===== src/rtl/mul16_seq.sv =====
// mul16_seq: sequential shift-add unsigned WxW multiplier, one partial-product row per clock.
// Optional build macro MUL16_EARLY_EXIT_EN ends RUN once the remaining multiplier bits are all zero.
module mul16_seq #(
    parameter int W = 16
) (
    input  logic           clk,
    input  logic           rst,
    input  logic           start,
    input  logic [W-1:0]   A,
    input  logic [W-1:0]   B,
    output logic           busy,
    output logic           done,
    output logic [2*W-1:0] P
);
    localparam int CW = $clog2(W);

    typedef enum logic [1:0] {IDLE, RUN, DONE} state_t;

    state_t           state_q, state_d;
    logic [W-1:0]     mplier_q, mplier_d;
    logic [W-1:0]     mcand_q, mcand_d;
    logic [2*W-1:0]   acc_q, acc_d;
    logic [CW-1:0]    cnt_q, cnt_d;
    logic [2*W-1:0]   p_q, p_d;
    logic             busy_q, busy_d;
    logic             done_q, done_d;
    logic [2*W-1:0]   addend;
    logic             last;

    assign addend = {{W{1'b0}}, mcand_q} << cnt_q;
`ifdef MUL16_EARLY_EXIT_EN
    assign last = (cnt_q == CW'(W - 1)) || (mplier_q[W-1:1] == '0);
`else
    assign last = (cnt_q == CW'(W - 1));
`endif

    // Next-state: accept in IDLE/DONE, one shift-add iteration per RUN cycle
    always_comb begin
        state_d  = state_q;
        mplier_d = mplier_q;
        mcand_d  = mcand_q;
        acc_d    = acc_q;
        cnt_d    = cnt_q;
        p_d      = p_q;
        busy_d   = 1'b0;
        done_d   = 1'b0;
        if (state_q == RUN) begin
            acc_d    = mplier_q[0] ? acc_q + addend : acc_q;
            mplier_d = mplier_q >> 1;
            cnt_d    = cnt_q + CW'(1);
            if (last) begin
                state_d = DONE;
                p_d     = acc_d;
                done_d  = 1'b1;
            end else begin
                busy_d = 1'b1;
            end
        end else if (start) begin
            state_d  = RUN;
            mplier_d = A;
            mcand_d  = B;
            acc_d    = '0;
            cnt_d    = '0;
            busy_d   = 1'b1;
        end else begin
            state_d = IDLE;
        end
    end

    // State and registered outputs, cleared asynchronously
    always_ff @(posedge clk or posedge rst) begin
        if (rst) begin
            state_q  <= IDLE;
            mplier_q <= '0;
            mcand_q  <= '0;
            acc_q    <= '0;
            cnt_q    <= '0;
            p_q      <= '0;
            busy_q   <= 1'b0;
            done_q   <= 1'b0;
        end else begin
            state_q  <= state_d;
            mplier_q <= mplier_d;
            mcand_q  <= mcand_d;
            acc_q    <= acc_d;
            cnt_q    <= cnt_d;
            p_q      <= p_d;
            busy_q   <= busy_d;
            done_q   <= done_d;
        end
    end

    assign busy = busy_q;
    assign done = done_q;
    assign P    = p_q;
endmodule


===== config.mk =====
export PLATFORM = sky130hd
export DESIGN_NAME = mul16_seq
export DESIGN_NICKNAME = d
export VERILOG_FILES = /design/src/rtl/mul16_seq.sv
export SDC_FILE = /design/constraint.sdc
export NUM_CORES = 1
export LEC_CHECK = 0
export BUFFER_PORTS_ARGS = -buffer_cell sky130_fd_sc_hd__buf_2
export CORE_ASPECT_RATIO = 2
export CORE_MARGIN = 4
export CORE_UTILIZATION = 53
export DETAILED_ROUTE_END_ITERATION = 16
export GPL_TIMING_DRIVEN = 0
export MAX_ROUTING_LAYER = met4
export PLACE_DENSITY = 0.73
export RECOVER_POWER = 50
export SKIP_LAST_GASP = 1
export SLEW_MARGIN = 20
export SYNTH_ARGS = -nofsm -noshare
export SYNTH_HDL_FRONTEND = slang
export SYNTH_SLANG_ARGS = --single-unit

===== constraint.sdc =====
create_clock -name clk -period 10.9 [get_ports clk]
set_input_delay 1.635 -clock clk [delete_from_list [all_inputs] [get_ports clk]]
set_output_delay 1.635 -clock clk [all_outputs]
set_load 0.005 [all_outputs]

==> summary.txt <==
Outcome
  – Outcome: finished with violations
  – Failing checks: max-capacitance violations, max-slew violations

Synthesis
  – EDFF count, synth: 0
  – Synth top area share: a little under two fifths
  – Synth cell types: 62
  – Synth top area cells: dfrtp_1 (37%), mux2i_1 (6.3%), o21ai_0 (5.9%), ha_1 (5.8%), nand2_1 (5.6%)
  – Syn_nets: 843
  – Syn avg cell area: 8.98 µm²
  – Cells after Synth: approximately 780
  – Mapped Area: a little under 7000 µm²
  – Top cell type by total area after synthesis: dfrtp_1
  – Ys Warns: 0
  – Seq cells post-synth: 104
  – Async set-or-reset flop fraction in the synthesized netlist: 100%
  – Sequential fraction of the synthesis area: 37.4%
  – Most used DFF post-synth: dfrtp_1

Routing
  – Vias per inst: 5.96
  – Final ANT Viol Nets: 0
  – DRT Pass-1 Iters: 5
  – Final wirelength: 20000 µm
  – Remaining DRCs: 0
  – Routed len/inst: 19.8 µm
  – Vias: 6029
  – Starting DRT DRC Count: 270

Timing
  – Max Slew Vio Count: 107
  – Worst-margin pin slew: 2.91 ns
  – Post-route minimum period: roughly 5.3 ns
  – Worst relative slew slack: -94.0%
  – F_max: ~0.19 GHz
  – RSZ-0062 raised after global routing: no
  – Worst Skew: between 0.01 and 0.015 ns
  – Period Utilization, post-route: 48.6%
  – Hold Vio Cnt, Final: 0
  – Minimum hold slack: 0.470 ns
  – Final setup fails: 0
  – Setup_tns: 0 ns

Worst setup path
  – Worst Path Required: 10.72 ns
  – Critical Path End Type: asynchronous set/reset pin
  – Reg-to-Reg End: P[30]
  – CP Launch Type: input pin
  – Maximum fanout along the worst path: 55
  – CP arrival: 5.12 ns
  – Crit path kind: input pin to asynchronous set/reset pin
  – Reg2reg path depth: 16
  – R2R setup slack: 6.28 ns
  – FF-to-FF Start: cnt_q[1]

Global routing
  – Largest net degree at the start of global routing: 56
  – Met1 usage: 30.3%
  – GRT Max-Usage Layer: met2
  – Initial antenna violation count: 0
  – Met2 Track Usage GR: 50.7%
  – First-pass GRT wire length: 32100 µm
  – Grt met3 use: 3.25%
  – Vias in the first global route: 6218
  – Total track usage: between 20% and 30%
  – Total global routing overflow: 0

Layout
  – Core Util, Final: 60.4%
  – Ant. Diodes: 0
  – Share of cells above drive strength 1: roughly 16%
  – Area growth from synthesis to layout: 12.2%
  – Final nets: roughly 900

CTS
  – H-tree depth: 3
  – PostCTS Resize Cnt: 0
  – Clk Latency, worst-skew pair: between 0.3 and 0.4 ns
  – CTS Buf Count: 9
  – Post-CTS Setup Bufs: 0
  – CTS Hold Bufs: 0
  – Clk sink count: 104
  – Longest Clk Path Bufs: 2
  – TritonCTS clock tree: built
  – Clock transition at path regs: approximately 0.07 ns
  – Clock root cell: clkbuf_16

Floorplanning
  – Die area: 15100 µm²
  – Die height: 170 µm
  – DIE WIDTH: 89.0 µm
  – Initial Utilization: 53.9%
  – # rows: 59
  – Core box area: 12900 µm²
  – Boundary Pins: 69

Run
  – Max Cap Viol: 2

Hold path
  – Hold Crit Depth: 2
  – Worst Hold Launch: P[7]
  – Worst hold path type: register to register
  – Hold Path Sink: P[7]

Placement
  – Post-DP HPWL: 16200 µm
  – Routability cong.: about 0.97
  – Port bufs: 68
==> metal layers <==
| layer | routed length, µm | share of wire [%] |
|---|---|---|
| met2 | 10900 | 54 |
| met5 | 0 | 0 |
| met4 | 932 | 4.7 |
| met1 | 7480 | 37 |
| met3 | 735 | 3.7 |
==> cell usage after synthesis (7+ instances only) <==
library cell  number
dfrtp_1          104
nand2_1          103
o21ai_0           82
a21oi_1           57
nor2_1            51
clkbuf_1          44
mux2i_1           44
ha_1              32
mux2_2            29
xnor2_1           20
nand3_1           19
a22o_1            15
inv_1             13
nand4_1           13
a21o_1            11
nor3_1             9
xor2_1             9
and2_1             8
nand3b_1           7
o211ai_1           7
==> final cells by class <==
class                      count  area [µm²]
buffer                        56         218
clock buffer                  11         253
clock inverter                 5        61.3
fill                        1147        5110
inverter                      14        53.8
multi-input combinational    601        4090
sequential                   104        2600
tap                          152         190
timing repair buffer          69         342
==> cell families (layout without fill, tap and decap cells) <==
group | count (synthesis) | in the layout | synth area share, %
xor gates and xnor gates | 29 | 29 | 3.65
AOI/OAI and AO/OA | 221 | 221 | 20.4
muxes | 78 | 78 | 12.6
and+or+nand+nor | 240 | 240 | 16.0
adders and majority gates | 33 | 33 | 6.04
buffers and inverters | 70 | 155 | 3.88
DFF | 104 | 104 | 37.4
==> worst max-delay path by stage <==
stage | from | to | slack (ns) | cells past startpoint
CTS | cnt_q[1] | P[30] | 6.32 | 16
global route | rst | P[0] | 4.62 | 3
detailed placement | cnt_q[1] | P[30] | 6.30 | 16
floorplan | rst | P[0] | 6.53 | 1
global placement | rst | acc_q[9] | 5.47 | 2
finish | rst | acc_q[3] | 5.60 | 3
==> stage by stage <==
stage,setup slack [ns],std cells,cell area (µm²)
2_1_floorplan,6.53,775,6960
3_3_place_gp,5.47,995,7490
3_5_place_dp,6.30,996,7520
4_1_cts,6.32,1012,7840
5_1_grt,4.62,1012,7810
6_report,5.60,1012,7810
==> cell usage in the layout, fill, tap and decap left out, drive strengths merged, types with 10 or more instances in the layout <==
master and n:
nor3 10, a21oi 57, nand4 13, a22o 15, clkbuf 63, mux2i 44
nand2 104, nand3 19, nor2 51, inv 15, dfrtp 104, a21o 11
mux2 29, buf 73, xnor2 20, o21ai 84, ha 32
==> worst max-delay path, stage by stage <==
cell and delay (ns):
buf_2 0.10, clkinvlp_2 1.20, clkbuf_1 2.14
==> flip-flops by register name (all words and copies together) (netlist names) <==
name	cells
P	32
acc_q	32
busy	1
cnt_q	4
done	1
mcand_q	16
mplier_q	16
state_q	2
Power is not shown: default switching activity piles up to over one toggle a cycle in this logic, so the estimate is an artifact.
